<file path="src/rtl/bit_population_counter_pipe_pkg.sv">
// Sizing helpers and mode encoding shared by the pipelined population counter.
package popcnt_pkg;

    typedef enum logic {
        POP_ONES  = 1'b0,
        POP_ZEROS = 1'b1
    } pop_mode_e;

    function automatic int cnt_w(input int width);
        return $clog2(width + 1);
    endfunction

    function automatic int nchunk(input int width, input int chunk);
        return (width + chunk - 1) / chunk;
    endfunction

    function automatic int lat(input int width, input int chunk);
        return 1 + $clog2(nchunk(width, chunk));
    endfunction

    // Element count of adder-tree level lvl when level 0 holds n slices.
    function automatic int lvl_cnt(input int n, input int lvl);
        return (n + (1 << lvl) - 1) >> lvl;
    endfunction

endpackage

</file>
<file path="src/rtl/bit_population_counter_pipe_if.sv">
// Word-in / count-out valid-ready bundle of the pipelined population counter.
interface bit_population_counter_pipe_if #(
    parameter int WIDTH = 32,
    parameter int CNT_W = popcnt_pkg::cnt_w(WIDTH)
);
    logic [WIDTH-1:0] data_i;
    logic             mode_i;
    logic             data_val_i;
    logic             data_ready_o;
    logic [CNT_W-1:0] data_o;
    logic             data_val_o;
    logic             data_ready_i;

    modport slave (
        input  data_i, mode_i, data_val_i, data_ready_i,
        output data_ready_o, data_o, data_val_o
    );

    modport master (
        output data_i, mode_i, data_val_i, data_ready_i,
        input  data_ready_o, data_o, data_val_o
    );
endinterface

</file>
<file path="src/rtl/bit_population_counter_pipe_chunk.sv">
// Combinational count of the set bits of one slice, restricted to its mask.
module popcnt_chunk
    import popcnt_pkg::*;
#(
    parameter  int CHUNK = 8,
    localparam int CW    = cnt_w(CHUNK)
) (
    input  logic [CHUNK-1:0] chunk_bits,
    input  logic [CHUNK-1:0] chunk_mask,
    output logic [CW-1:0]    chunk_cnt
);

    // Ripple accumulation over the slice; CHUNK is small so depth stays short.
    always_comb begin
        chunk_cnt = '0;
        for (int i = 0; i < CHUNK; i++) begin
            chunk_cnt = chunk_cnt + CW'(chunk_bits[i] & chunk_mask[i]);
        end
    end

endmodule

</file>
<file path="src/rtl/bit_population_counter_pipe.sv">
// Pipelined ones/zeros counter: per-slice counts feed a registered adder tree,
// the whole pipe advancing together under a single stall enable.
module bit_population_counter_pipe
    import popcnt_pkg::*;
#(
    parameter int WIDTH = 32,
    parameter int CHUNK = 8
) (
    input  logic                        clk_i,
    input  logic                        srst_i,
    bit_population_counter_pipe_if.slave bus
);

    localparam int NCHUNK = nchunk(WIDTH, CHUNK);
    localparam int LAT    = lat(WIDTH, CHUNK);
    localparam int CNT_W  = cnt_w(WIDTH);
    localparam int CW0    = cnt_w(CHUNK);
    localparam int PW     = NCHUNK * CHUNK;
    // Padding bits of the last slice are masked after inversion so they never count.
    localparam logic [PW-1:0] PAD_MASK = PW'({WIDTH{1'b1}});

    logic           adv_s;
    logic [LAT-1:0] vld_r;
    logic [PW-1:0]  pad_s;
    logic [PW-1:0]  eff_s;

    assign adv_s            = ~vld_r[LAT-1] | bus.data_ready_i;
    assign bus.data_ready_o = adv_s;
    assign bus.data_val_o   = vld_r[LAT-1];

    assign pad_s = PW'(bus.data_i);
    assign eff_s = (pop_mode_e'(bus.mode_i) == POP_ZEROS) ? ~pad_s : pad_s;

    // Valid shift chain; bubbles travel alongside data and are never collapsed.
    always_ff @(posedge clk_i or posedge srst_i) begin
        if (srst_i) begin
            vld_r <= '0;
        end else if (adv_s) begin
            vld_r[0] <= bus.data_val_i;
            for (int i = 1; i < LAT; i++) begin
                vld_r[i] <= vld_r[i-1];
            end
        end
    end

    for (genvar l = 0; l < LAT; l++) begin : g_lvl
        localparam int N = lvl_cnt(NCHUNK, l);
        localparam int W = CW0 + l;

        logic [W-1:0] nxt_s [N];
        logic [W-1:0] sum_r [N];

        if (l == 0) begin : g_leaf
            for (genvar k = 0; k < N; k++) begin : g_chunk
                popcnt_chunk #(
                    .CHUNK (CHUNK)
                ) u_chunk (
                    .chunk_bits (eff_s[k*CHUNK +: CHUNK]),
                    .chunk_mask (PAD_MASK[k*CHUNK +: CHUNK]),
                    .chunk_cnt  (nxt_s[k])
                );
            end
        end else begin : g_sum
            localparam int NP = lvl_cnt(NCHUNK, l - 1);
            for (genvar i = 0; i < N; i++) begin : g_node
                if (2 * i + 1 < NP) begin : g_pair
                    assign nxt_s[i] = W'(g_lvl[l-1].sum_r[2*i]) + W'(g_lvl[l-1].sum_r[2*i+1]);
                end else begin : g_pass
                    assign nxt_s[i] = W'(g_lvl[l-1].sum_r[2*i]);
                end
            end
        end

        // Level register; cleared on reset so the output count reads zero.
        always_ff @(posedge clk_i or posedge srst_i) begin
            if (srst_i) begin
                sum_r <= '{default: '0};
            end else if (adv_s) begin
                sum_r <= nxt_s;
            end
        end
    end

    // The tree root is wide enough for WIDTH, so narrowing to CNT_W loses nothing.
    assign bus.data_o = CNT_W'(g_lvl[LAT-1].sum_r[0]);

endmodule

</file>
<file path="src/flat_wrapper.sv">
// flat-port wrapper written by rule: the top's interface ports become plain ports
module bit_population_counter_pipe_flat import popcnt_pkg::*;
#(
    parameter int WIDTH = 32,
    parameter int CHUNK = 8
)
  (clk_i, srst_i, bus_data_i, bus_mode_i, bus_data_val_i, bus_data_ready_i, bus_data_ready_o, bus_data_o, bus_data_val_o);
  bit_population_counter_pipe_if #(.WIDTH(WIDTH)) bus_i ();
  input  logic clk_i;
  input  logic srst_i;
  input wire logic [$bits(bus_i.data_i)-1:0] bus_data_i;
  input wire logic [$bits(bus_i.mode_i)-1:0] bus_mode_i;
  input wire logic [$bits(bus_i.data_val_i)-1:0] bus_data_val_i;
  input wire logic [$bits(bus_i.data_ready_i)-1:0] bus_data_ready_i;
  output wire logic [$bits(bus_i.data_ready_o)-1:0] bus_data_ready_o;
  output wire logic [$bits(bus_i.data_o)-1:0] bus_data_o;
  output wire logic [$bits(bus_i.data_val_o)-1:0] bus_data_val_o;
  assign bus_i.data_i = bus_data_i;
  assign bus_i.mode_i = bus_mode_i;
  assign bus_i.data_val_i = bus_data_val_i;
  assign bus_i.data_ready_i = bus_data_ready_i;
  assign bus_data_ready_o = bus_i.data_ready_o;
  assign bus_data_o = bus_i.data_o;
  assign bus_data_val_o = bus_i.data_val_o;
  bit_population_counter_pipe #(.WIDTH(WIDTH), .CHUNK(CHUNK)) u_core (.clk_i(clk_i), .srst_i(srst_i), .bus(bus_i));
endmodule
</file>
<file path="config.mk">
export PLATFORM = sky130hd
export DESIGN_NAME = bit_population_counter_pipe_flat
export DESIGN_NICKNAME = d
export VERILOG_FILES = /design/src/rtl/bit_population_counter_pipe_pkg.sv /design/src/rtl/bit_population_counter_pipe_if.sv /design/src/rtl/bit_population_counter_pipe_chunk.sv /design/src/rtl/bit_population_counter_pipe.sv /design/src/flat_wrapper.sv
export SDC_FILE = /design/constraint.sdc
export NUM_CORES = 1
export LEC_CHECK = 0
export BUFFER_PORTS_ARGS = -buffer_cell sky130_fd_sc_hd__buf_2
export CORE_MARGIN = 3
export CORE_UTILIZATION = 55
export CTS_CLUSTER_DIAMETER = 50
export DETAILED_ROUTE_END_ITERATION = 10
export PLACE_DENSITY = 0.8
export SYNTH_ARGS = -nofsm -noshare
export SYNTH_HDL_FRONTEND = slang
export SYNTH_SLANG_ARGS = --single-unit
</file>
<file path="constraint.sdc">
create_clock -name clk_i -period 2.1 [get_ports clk_i]
set_input_delay 0.42 -clock clk_i [delete_from_list [all_inputs] [get_ports clk_i]]
set_output_delay 0.42 -clock clk_i [all_outputs]
set_load 0.02 [all_outputs]
</file>
==> results.env, run 1 <==
WORSTSETUPPATHTYPE='input pin to flop'
RSZ0062_AT_GRT='true'
TOTALWIRELENGTH_UM=4630
OUTCOME='finished, violations left'
TIMING_MAX_TRANSITION_VIOLATIONS_FINAL=0
CP_DATA_ARRIVAL_TIME_NS=2.81
FINALNETCOUNT=424
CRIT_SLOWEST_CELL='sky130_fd_sc_hd__fa_2'
ANTENNADIODECOUNT=0
POSTLAYOUTCELLAREA_UM2=3250
FINALHOLDVIOLATIONS=0
TIMING.CRITICAL_PATH.MODE_CELL='sky130_fd_sc_hd__inv_2'
POWER_REPORT.INTERNAL_TOTAL_mW=2.39
CRITPATHREQUIREDTIME_NS=2.31
SYNTHESIS.AREA_UM2=2620
ROWS=24
ANTENNA_VIOLATIONS_BEFORE_REPAIR=0
DRCVIOLATIONCOUNT=0
SYNTH.YOSYS.SEQ_AREA_SHARE_PCT=33.4
DPL.HPWL_UM=3570
P_SW_SHARE_PCT=40.8
YS_SEQ_ELEMENTS=35
OVERFLOW=0
TIMING.FINAL.WS_SETUP_NS=-0.500
FMAX_MHz=385
P_SEQ_SHARE_PCT=29.2
VIAS=1972
TOTAL_LEAKAGE_POWER_nW=1.66
GP_ROUTABILITY_CONGESTION=0.768
POWER_FRAC_COMB_PCT=57.7
DIE_WIDTH_UM=75
AREA_FRACTION_OF_THE_DOMINANT_CELL_TYPE_AFTER_SYNTHESIS_PCT=33.4
CTS.SINK_COUNT=35
MIN_PERIOD_NS=2.60
GRT_UTIL_ALL_LAYERS_PCT=18.9
WORST_PATH_DOMINANT_CELL_FAMILY='adder cells'
CRITICAL_PATH.MAX_FANOUT=2
ANT_NETS=0
CRITPATHLAUNCHTYPE='input pin'
POSTLAYOUTCOREUTIL_PCT=72.6
CTS_HTREE_LEVELS=2
LAYOUT-DRIVE-GT1-SHARE_PCT=29.7
GRT_PASS1_WL_UM=8110
GRT_START_MAX_NET_PINS=36
SETUP-VIOLATIONS-FINAL=16
SYNTH.AVG_CELL_AREA_UM2=9.22
YS_TYPES=20
NFILLCELLS=328
FP.DIEAREA_UM2=5630
HOLD_PATH_CLASS='input pin to async pin'
AVGVIACOUNTPERCELL=4.98
ROUTED_WIRE_LENGTH_PER_INSTANCE_UM=11.7
SYNTH.AREA.TOP_CELLS='sky130_fd_sc_hd__dfrtp_1 (33%), sky130_fd_sc_hd__ha_1 (14%), sky130_fd_sc_hd__fa_1 (11%)'
DR.PASS1.ITERS=4
TOTAL_POWER_mW=4.03
MAXCAPVIOLCOUNT=0
NETLIST_INSTANCES=284
SYNTH_TOP_CELL_BY_AREA='sky130_fd_sc_hd__dfrtp_1'
SYNTHESIS.YOSYS.WARNINGS=0
AREA.GROWTH.SYNTH_TO_FINAL_PCT=24.1
VIOLATIONS='negative setup slack'
SWITCHINGPOWER_mW=1.64
SHARE_OF_POWER_BURNED_IN_THE_CLOCK_NETWORK_PCT=13.1
SYNTHESIS.NETS=365
CTS-BUFFERS-INSERTED=5
CLOCKROOTBUFFER='sky130_fd_sc_hd__clkbuf_8'
SLEW-LIMIT-HEADROOM_PCT=71.1
CTS_BUFFER_DEPTH=2
WORST_PATH_LARGEST_CELL_DELAY_NS=0.52
END_KIND='flop'
DRT_ITER0_DRC=98
CTS_TREE='done'
PATH_BUF_INV=4
POWERDENSITY_nW_PER_UM2=1240
INITIAL_UTILIZATION_PCT=58.5
MAX_SLEW.WORST_PIN.SLEW_NS=0.433
IR_DROP_uV=497
CTS.CLK_SLEW.WORST_PATHS_NS=0.07
WORST_CLOCK_SKEW_NS=0.00416
MIN_PERIOD_OVER_PERIOD_PCT=124
FP.COREAREA_UM2=4470
NUMBER_OF_GLOBAL_ROUTE_VIAS_BEFORE_REPAIR=1994
CLOCK_LATENCY_NS=0.29
POST_DP_CELL_AREA_UM2=3030
CTS_STAGE_HOLD_BUFFER_COUNT=0
PORT-BUFFER-COUNT=44
FLOORPLAN.DIE.HEIGHT_UM=75
FLOORPLAN.IO_PINS=45
CRIT_CHAIN='buf_6, xor2_1, ha_1, fa_1, inv_2, fa_2, inv_2, ha_4, inv_2, fa_2, a21oi_1'
-- layout by cell type, fill, tap and decap left out, types with 3 or more instances in the layout --
cell / n
sky130_fd_sc_hd__a21oi_2: 5
sky130_fd_sc_hd__inv_2: 11
sky130_fd_sc_hd__buf_4: 19
sky130_fd_sc_hd__fa_2: 5
sky130_fd_sc_hd__buf_6: 5
sky130_fd_sc_hd__ha_1: 25
sky130_fd_sc_hd__nor2b_1: 3
sky130_fd_sc_hd__a21oi_1: 18
sky130_fd_sc_hd__buf_2: 38
sky130_fd_sc_hd__inv_1: 21
sky130_fd_sc_hd__xnor2_1: 12
sky130_fd_sc_hd__fa_1: 10
sky130_fd_sc_hd__xor2_1: 23
sky130_fd_sc_hd__nand2_1: 40
sky130_fd_sc_hd__o21ai_1: 4
sky130_fd_sc_hd__o21ai_0: 6
sky130_fd_sc_hd__dfrtp_1: 35
sky130_fd_sc_hd__a211o_1: 4
sky130_fd_sc_hd__a21o_1: 3
sky130_fd_sc_hd__nor2_1: 29
sky130_fd_sc_hd__ha_4: 4
sky130_fd_sc_hd__clkbuf_8: 7
-- synth_stat cells --
| cell | instances |
|---|---|
| sky130_fd_sc_hd__a211oi_1 | 2 |
| sky130_fd_sc_hd__a21o_1 | 3 |
| sky130_fd_sc_hd__a21oi_1 | 23 |
| sky130_fd_sc_hd__ha_1 | 29 |
| sky130_fd_sc_hd__nor3_1 | 1 |
| sky130_fd_sc_hd__a211o_1 | 4 |
| sky130_fd_sc_hd__o31ai_1 | 2 |
| sky130_fd_sc_hd__nand2b_1 | 1 |
| sky130_fd_sc_hd__inv_4 | 1 |
| sky130_fd_sc_hd__o21a_1 | 2 |
| sky130_fd_sc_hd__nor2b_1 | 4 |
| sky130_fd_sc_hd__xor2_1 | 25 |
| sky130_fd_sc_hd__o21ai_0 | 10 |
| sky130_fd_sc_hd__nand2_1 | 43 |
| sky130_fd_sc_hd__fa_1 | 15 |
| sky130_fd_sc_hd__dfrtp_1 | 35 |
| sky130_fd_sc_hd__buf_2 | 11 |
| sky130_fd_sc_hd__nor2_1 | 29 |
| sky130_fd_sc_hd__xnor2_1 | 12 |
| sky130_fd_sc_hd__inv_1 | 32 |
-- final timing paths --
kind	start	endpoint	slack, ns	depth (start not counted)
worst max-delay path	bus_data_i[17]	u_core.g_lvl[0].sum_r[5]$_DFFE_PP0P_	-0.50	11
worst min-delay path	srst_i	u_core.g_lvl[1].sum_r[0]$_DFFE_PP0P_	0.21	3
worst max register to register	u_core.g_lvl[1].sum_r[5]$_DFFE_PP0P_	u_core.bus.data_o[4]$_DFFE_PP0P_	0.48	7
worst min register to register	u_core.vld_r[1]$_DFFE_PP0P_	u_core.vld_r[2]$_DFFE_PP0P_	0.47	1
max in group asynchronous	srst_i	u_core.g_lvl[0].sum_r[7]$_DFFE_PP0P_	1.57	3
min in group clk_i	bus_data_val_i	u_core.vld_r[0]$_DFFE_PP0P_	0.33	3
-- tightest hold or removal path, stage by stage --
cell and delay [ns]:
sky130_fd_sc_hd__buf_2 0.10, sky130_fd_sc_hd__inv_1 0.04, sky130_fd_sc_hd__buf_4 0.37
-- power by group through the flow --
stage | logic (mW) | registers [mW] | clock network, mW
after floorplan | 1.63 | 1.23 | 0
after CTS | 2.30 | 1.18 | 0.541
after global routing | 2.68 | 1.22 | 0.579
after global placement | 2.10 | 1.18 | 0
after detailed placement | 2.22 | 1.19 | 0
final | 2.33 | 1.18 | 0.526
-- kinds of logic after synthesis --
kind of cell,Yosys count,synth area share (%)
and+or+nand+nor,78,11.7
DFF,35,33.4
adders and majority gates,44,25.3
xor gates and xnor gates,37,12.4
AOI/OAI and AO/OA,46,10.2
buffers and inverters,44,6.93
-- area by class of cell --
cell class	instances	area (µm²)	area share, %
clock buffer	8	100	3.08
inverter	33	126	3.89
multi-input combinational	205	1670	51.5
sequential	35	876	27.0
tap	52	65.1	2.00
timing repair buffer	63	409	12.6
-- sequential cells by signal, indices dropped and copies added, names as in the netlist --
| register | cells |
|---|---|
| u_core.g_lvl.sum_r | 26 |
| u_core.bus.data_o | 6 |
| u_core.vld_r | 3 |
-- metal layers --
metal	global-route usage, %	vias to the layer above	wire (µm)
li1	-	1015	-
met1	21.6	906	1980
met2	33.6	43	2340
met3	5.21	8	206
met4	6.92	0	102
met5	0	-	0
-- through the flow --
stage	TNS [ns]	cells	hold WS [ns]	setup slack (ns)
2_1_floorplan	-9.91	284	0.430	-0.832
3_3_place_gp	-9.89	385	0.443	-0.818
3_5_place_dp	-10.96	385	0.459	-0.893
4_1_cts	-4.65	394	0.227	-0.495
5_1_grt	-5.72	396	0.243	-0.563
6_report	-4.73	396	0.214	-0.500
-- what timing repair did --
item,4_1_cts,5_1_grt
setup endpoints to repair,16,16
gates resized for setup,17,8
cloned,0,0
pin swaps,6,7
hold endpoints to repair,0,0
setup buffers,1,2
(Power assumes the default switching activity.)
==> run 2, diff against run 1 <==
==> constraint.sdc (replaced) <==
create_clock -name clk_i -period 3.3 [get_ports clk_i]
set_input_delay 0.66 -clock clk_i [delete_from_list [all_inputs] [get_ports clk_i]]
set_output_delay 0.66 -clock clk_i [all_outputs]
set_load 0.02 [all_outputs]
==> results.env, run 2 (synthesis results as in run 1) <==
FF2FF_PATH_DEPTH=7  # unchanged
FIN_SETUP_TNS_NS=0  # was -4.73 ns
GRT_START_MAX_NET_PINS=47  # was 36
TOTAL_LEAKAGE_POWER_nW=1.57  # was 1.66 nW
MIN_PERIOD_OVER_PERIOD_PCT=90.5
DPL.HPWL_UM=3440  # was 3570 µm
NUMBER_OF_GLOBAL_ROUTE_VIAS_BEFORE_REPAIR=2036  # was 1994
WORST_PATH_LARGEST_CELL_DELAY_NS=0.51  # was 0.52 ns
CRITICAL_PATH.MAX_FANOUT=7  # was 2
WORSTSETUPPATHTYPE='input pin to flop'  # unchanged
VIAS=1934  # was 1972
CRITICAL_PATH_DEPTH=11  # unchanged
CLOCKROOTBUFFER='sky130_fd_sc_hd__clkbuf_8'  # unchanged
DRCVIOLATIONCOUNT=0  # unchanged
CTS.SINK_COUNT=35  # unchanged
FOOTPRINT_OF_THE_MULTI_INPUT_GATES_UM2=1570  # was 1670 µm²
MOSTFREQUENTLAYOUTCELLS='sky130_fd_sc_hd__buf_2 (44), sky130_fd_sc_hd__nand2_1 (43), sky130_fd_sc_hd__dfrtp_1 (35)'  # was sky130_fd_sc_hd__nand2_1 (40), sky130_fd_sc_hd__buf_2 (38), sky130_fd_sc_hd__dfrtp_1 (35)
LARGEST-REGISTER='u_core.g_lvl.sum_r'  # unchanged
LARGEST_REGISTER_FF_COUNT=26  # unchanged
DR.PASS1.ITERS=6  # was 4
FP.COREAREA_UM2=4470  # unchanged
OVERFLOW=0  # unchanged
POWERDENSITY_nW_PER_UM2=791  # was 1240 nW/µm²
RSZ0062_AT_GRT='false'  # was true
NFILLCELLS=368  # was 328
CRITPATHLAUNCHTYPE='input pin'  # unchanged
FP.DIEAREA_UM2=5630  # unchanged
CTS-BUFFERS-INSERTED=5  # unchanged
WORST_CLOCK_SKEW_NS=0.00800  # was 0.00416 ns
CRIT_CHAIN='buf_2, xor2_1, ha_1, fa_1, inv_1, fa_1, inv_1, ha_2, inv_2, fa_2, a21oi_1'  # was buf_6, xor2_1, ha_1, fa_1, inv_2, fa_2, inv_2, ha_4, inv_2, fa_2, a21oi_1
PLACE_WS_NS=-0.00852  # was -0.893 ns
SLEW-LIMIT-HEADROOM_PCT=71.3  # was 71.1%
GRT_PASS1_WL_UM=8140  # was 8110 µm
TIMING_MAX_TRANSITION_VIOLATIONS_FINAL=0  # unchanged
CTS_TREE='done'  # unchanged
FLOORPLAN.DIE.HEIGHT_UM=75  # unchanged
ANT_NETS=0  # unchanged
OUTCOME='completed'  # was finished, violations left
FLOORPLAN.IO_PINS=45  # unchanged
NUMBER_OF_BUFFERS_ADDED_FOR_SETUP_AFTER_CTS=0  # was 1
FINALNETCOUNT=411  # was 424
CTS_BUFFER_DEPTH=2  # unchanged
FINALHOLDVIOLATIONS=0  # unchanged
CTS_STAGE_HOLD_BUFFER_COUNT=0  # unchanged
END_KIND='flop'  # unchanged
IR_DROP_uV=292  # was 497 µV
DIE_WIDTH_UM=75  # unchanged
HOLD_PATH_CLASS='input pin to async pin'  # unchanged
INITIAL_UTILIZATION_PCT=58.5  # unchanged
MAX_SLEW.WORST_PIN.SLEW_NS=0.431  # was 0.433 ns
POSTLAYOUTCOREUTIL_PCT=66.8  # was 72.6%
PORT-BUFFER-COUNT=44  # unchanged
TOTALWIRELENGTH_UM=4370  # was 4630 µm
CTS_HTREE_LEVELS=2  # unchanged
CLOCK_LATENCY_NS=0.29  # about the same
CTS-RESIZED-GATES=0  # was 17
CRIT_SLOWEST_CELL='sky130_fd_sc_hd__fa_2'  # unchanged
MOSTFREQUENTLAYOUTCELL='sky130_fd_sc_hd__buf_2'  # was sky130_fd_sc_hd__nand2_1
FMAX_MHz=335
DRT_ITER0_DRC=46  # was 98
TIMING.FINAL.WS_SETUP_NS=0.314  # was -0.500 ns
WORST_PATH_DOMINANT_CELL_FAMILY='adder cells'  # unchanged
CTS.CLK_SLEW.WORST_PATHS_NS=0.06  # was 0.07 ns
GRT_UTIL_ALL_LAYERS_PCT=18.6  # was 18.9%
MAXCAPVIOLCOUNT=0  # unchanged
ANTENNA_VIOLATIONS_BEFORE_REPAIR=0  # unchanged
CRITPATHREQUIREDTIME_NS=3.45  # was 2.31 ns
ROUTED_WIRE_LENGTH_PER_INSTANCE_UM=11.4  # was 11.7 µm
GP_ROUTABILITY_CONGESTION=0.799  # was 0.768
REGAREA_UM2=876  # unchanged
AREA.GROWTH.SYNTH_TO_FINAL_PCT=14.1  # was 24.1%
MIN_PERIOD_NS=2.99
LAYOUT-DRIVE-GT1-SHARE_PCT=19.3  # was 29.7%
CP_DATA_ARRIVAL_TIME_NS=3.14  # was 2.81 ns
AVGVIACOUNTPERCELL=5.05  # was 4.98
PATH_BUF_INV=4  # unchanged
ROWS=24  # unchanged
SETUP-VIOLATIONS-FINAL=0  # was 16
ANTENNADIODECOUNT=0  # unchanged
-- run 2: cell types whose count changed in the layout (fill, tap and decap cells not counted), sizes merged --
cell	previous run	this run
buf	63	50
clkinv	0	1
clkbuf	8	7
-- run 2: routing by layer --
metal  global-route usage [%]  part of all wire [%]  vias up
li1                         -                     -      991
met1                     22.6                    46      876
met2                     31.9                    47       59
met3                     4.27                   5.5        8
met4                     7.11                   1.5        0
met5                        0                     0        -
-- run 2: path summary, 6_finish.rpt --
check	start	to	slack, ns
setup reg to reg	u_core.g_lvl[1].sum_r[0]$_DFFE_PP0P_	u_core.bus.data_o[4]$_DFFE_PP0P_	1.64
hold reg to reg	u_core.bus.data_o[0]$_DFFE_PP0P_	u_core.bus.data_o[0]$_DFFE_PP0P_	0.46
hold / removal	srst_i	u_core.g_lvl[0].sum_r[0]$_DFFE_PP0P_	0.46
setup / recovery	bus_mode_i	u_core.g_lvl[0].sum_r[5]$_DFFE_PP0P_	0.31
min in group clk_i	u_core.bus.data_o[0]$_DFFE_PP0P_	u_core.bus.data_o[0]$_DFFE_PP0P_	0.46
max in group asynchronous	srst_i	u_core.bus.data_o[3]$_DFFE_PP0P_	2.53
-- run 2: layout make-up --
| class | count | area share, % |
|---|---|---|
| Sequential cell | 35 | 29.3 |
| Clock buffer | 7 | 2.55 |
| Clock inverter | 1 | 0.168 |
| Tap cell | 52 | 2.18 |
| Timing Repair Buffer | 50 | 8.88 |
| Multi-Input combinational cell | 205 | 52.7 |
| Inverter | 33 | 4.23 |
-- run 2: through the flow --
| step | std cells | instance area, µm² | total power [mW] | hold WS, ns |
|---|---|---|---|---|
| finish | 383 | 2990 | 2.36 | 0.457 |
| detailed placement | 375 | 2910 | 2.09 | 0.451 |
| CTS | 383 | 2990 | 2.40 | 0.466 |
| global route | 383 | 2990 | 2.66 | 0.491 |
| floorplan | 284 | 2640 | 1.78 | 0.430 |
| global placement | 375 | 2910 | 2.02 | 0.446 |
-- run 2: report_power, final --
part	internal (mW)	total [mW]	switching, mW
Sequential	0.635	0.749	0.113
Combinational	0.592	1.32	0.730
Clock	0.148	0.292	0.144
Total	1.38	2.36	0.988
-- run 2: worst min-delay path: stages --
cell                    delay (ns)
sky130_fd_sc_hd__buf_2        0.09
sky130_fd_sc_hd__inv_1        0.04
sky130_fd_sc_hd__buf_4        0.37
==> run 3, diff against run 2 <==
--- a/config.mk
+++ b/config.mk
@@ -6,7 +6,7 @@
 export NUM_CORES = 1
 export LEC_CHECK = 0
 export BUFFER_PORTS_ARGS = -buffer_cell sky130_fd_sc_hd__buf_2
-export CORE_MARGIN = 3
+export CORE_MARGIN = 10
 export CORE_UTILIZATION = 55
 export CTS_CLUSTER_DIAMETER = 50
 export DETAILED_ROUTE_END_ITERATION = 10
==> results.env, run 3 (synthesis results as in run 1) <==
RSZ0062_AT_GRT='false'  # unchanged
CTS_STAGE_HOLD_BUFFER_COUNT=0  # unchanged
MOSTFREQUENTLAYOUTCELL='sky130_fd_sc_hd__buf_2'  # unchanged
WORST_CLOCK_SKEW_NS=0.00763  # was 0.00800 ns
FLOORPLAN.IO_PINS=45  # unchanged
ROWS=25  # was 24
FOOTPRINT_OF_THE_MULTI_INPUT_GATES_UM2=1570  # unchanged
POSTLAYOUTCOREUTIL_PCT=64.9  # was 66.8%
WORST_PATH_LARGEST_CELL_DELAY_NS=0.50  # was 0.51 ns
CRITICAL_PATH.MAX_FANOUT=7  # unchanged
TOTAL_POWER_mW=2.45  # was 2.36 mW
POST_LAYOUT_NONFILLER_INSTANCES=385  # was 383
FINALHOLDVIOLATIONS=0  # unchanged
TOTALWIRELENGTH_UM=4680  # was 4370 µm
CTS_TREE='done'  # unchanged
LARGEST-REGISTER='u_core.g_lvl.sum_r'  # unchanged
SWITCHINGPOWER_mW=0.987  # was 0.988 mW
AVGVIACOUNTPERCELL=4.99  # was 5.05
HOLD_PATH_CLASS='input pin to async pin'  # unchanged
GRT_PASS1_WL_UM=8280  # was 8140 µm
MIN_PERIOD_NS=2.98  # was 2.99 ns
CTS-RESIZED-GATES=0  # unchanged
PORT-BUFFER-COUNT=44  # unchanged
MAX_SLEW.WORST_PIN.SLEW_NS=0.435  # was 0.431 ns
TIMING_MAX_TRANSITION_VIOLATIONS_FINAL=0  # unchanged
DRT_ITER0_DRC=92  # was 46
CTS.SINK_COUNT=35  # unchanged
CRITPATHREQUIREDTIME_NS=3.46  # was 3.45 ns
MIN_PERIOD_OVER_PERIOD_PCT=90.3  # was 90.5%
DR.PASS1.ITERS=4  # was 6
OUTCOME='completed'  # unchanged
PLACE_WS_NS=0.00885  # was -0.00852 ns
CLOCKROOTBUFFER='sky130_fd_sc_hd__clkbuf_8'  # unchanged
WORSTSETUPPATHTYPE='input pin to flop'  # unchanged
NUMBER_OF_BUFFERS_ADDED_FOR_SETUP_AFTER_CTS=0  # unchanged
ANTENNADIODECOUNT=0  # unchanged
POWER_FRAC_COMB_PCT=53.3  # was 56.0%
IR_DROP_uV=292  # about the same
POWERDENSITY_nW_PER_UM2=811  # was 791 nW/µm²
FP.DIEAREA_UM2=7920  # was 5630 µm²
FINALNETCOUNT=411  # unchanged
VIAS=1920  # was 1934
CRIT_CHAIN='buf_2, xor2_1, ha_1, fa_1, inv_1, fa_1, inv_1, ha_2, inv_2, fa_2, a21oi_1'  # unchanged
FIN_SETUP_TNS_NS=0  # unchanged
NFILLCELLS=376  # was 368
TIMING.FINAL.WS_SETUP_NS=0.322  # was 0.314 ns
SHARE_OF_POWER_BURNED_IN_THE_CLOCK_NETWORK_PCT=16.1  # was 12.4%
OVERFLOW=0  # unchanged
GP_ROUTABILITY_CONGESTION=0.812  # was 0.799
REGAREA_UM2=876  # unchanged
CTS_BUFFER_DEPTH=2  # unchanged
FLOORPLAN.DIE.HEIGHT_UM=89  # was 75 µm
LARGEST_REGISTER_FF_COUNT=26  # unchanged
RRSETUPSLACK_NS=1.68  # was 1.64 ns
CTS-BUFFERS-INSERTED=5  # unchanged
SETUP-VIOLATIONS-FINAL=0  # unchanged
DP_CELLS=377  # was 375
CP_DATA_ARRIVAL_TIME_NS=3.14  # about the same
GRT_UTIL_ALL_LAYERS_PCT=12.9  # was 18.6%
TOTAL_LEAKAGE_POWER_nW=1.59  # was 1.57 nW
DPL.HPWL_UM=3760  # was 3440 µm
AREA.GROWTH.SYNTH_TO_FINAL_PCT=15.6  # was 14.1%
END_KIND='flop'  # unchanged
ANTENNA_VIOLATIONS_BEFORE_REPAIR=0  # unchanged
CRITPATHLAUNCHTYPE='input pin'  # unchanged
P_SW_SHARE_PCT=40.2  # was 41.8%
MOSTFREQUENTLAYOUTCELLS='sky130_fd_sc_hd__buf_2 (44), sky130_fd_sc_hd__nand2_1 (43), sky130_fd_sc_hd__dfrtp_1 (35)'  # unchanged
POWER_REPORT.INTERNAL_TOTAL_mW=1.47  # was 1.38 mW
ROUTED_WIRE_LENGTH_PER_INSTANCE_UM=12.1  # was 11.4 µm
ANT_NETS=0  # unchanged
DIE_WIDTH_UM=89  # was 75 µm
NUMBER_OF_GLOBAL_ROUTE_VIAS_BEFORE_REPAIR=2020  # was 2036
LAYOUT-DRIVE-GT1-SHARE_PCT=19.9  # was 19.3%
MAXCAPVIOLCOUNT=0  # unchanged
SLEW-LIMIT-HEADROOM_PCT=71.0  # was 71.3%
P_SEQ_SHARE_PCT=30.6  # was 31.7%
CTS_HTREE_LEVELS=2  # unchanged
CLOCK_LATENCY_NS=0.29  # about the same
CTS.CLK_SLEW.WORST_PATHS_NS=0.07  # was 0.06 ns
FP.COREAREA_UM2=4660  # was 4470 µm²
CRIT_SLOWEST_CELL='sky130_fd_sc_hd__fa_2'  # unchanged
INITIAL_UTILIZATION_PCT=56.2  # was 58.5%
GRT_START_MAX_NET_PINS=47  # unchanged
DRCVIOLATIONCOUNT=0  # unchanged
FMAX_MHz=336  # was 335 MHz
-- run 3: final cells by class --
type | instances | area share (%)
multi-input combinational | 205 | 52.0
sequential | 35 | 28.9
timing repair buffer | 50 | 8.76
inverter | 33 | 4.18
clock buffer | 6 | 2.73
tap | 54 | 2.23
clock inverter | 2 | 1.16
-- run 3: path summary, 6_finish.rpt --
path	cells past startpoint	start	endpoint
max	11	bus_mode_i	u_core.g_lvl[0].sum_r[9]$_DFFE_PP0P_
min	3	srst_i	u_core.g_lvl[1].sum_r[4]$_DFFE_PP0P_
max in group asynchronous	3	srst_i	u_core.g_lvl[1].sum_r[2]$_DFFE_PP0P_
min in group clk_i	1	u_core.vld_r[1]$_DFFE_PP0P_	u_core.vld_r[2]$_DFFE_PP0P_
min reg2reg	1	u_core.vld_r[1]$_DFFE_PP0P_	u_core.vld_r[2]$_DFFE_PP0P_
max reg2reg	7	u_core.g_lvl[1].sum_r[0]$_DFFE_PP0P_	u_core.bus.data_o[4]$_DFFE_PP0P_
-- run 3: critical path, delay by kind of cell --
kind / cells / cell delay (ns)
AO/OA/AOI/OAI: 1 / 0.06
buffers and inverters: 4 / 0.32
adder cells (fa/ha/maj): 5 / 1.92
XOR/XNOR: 1 / 0.18
-- run 3: stage by stage --
stage               cell area, µm²  hold slack [ns]
global placement              2910            0.444
CTS                           3030            0.463
finish                        3030            0.458
floorplan                     2640            0.430
detailed placement            2910            0.455
global route                  3030            0.500
-- run 3: power by group through the flow --
stage	registers, mW	clock network, mW	logic (mW)
2_1_floorplan	0.785	0	0.993
3_3_place_gp	0.751	0	1.27
3_5_place_dp	0.763	0	1.32
4_1_cts	0.755	0.407	1.33
5_1_grt	0.779	0.427	1.52
6_report	0.752	0.395	1.31
-- run 3: layer usage --
metal / up-vias / track usage (%) / routed length (µm)
met5: - / 0 / 0
met2: 54 / 21.8 / 2180
met4: 0 / 5.20 / 44
li1: 991 / - / -
met3: 5 / 3.28 / 259
met1: 870 / 15.2 / 2190
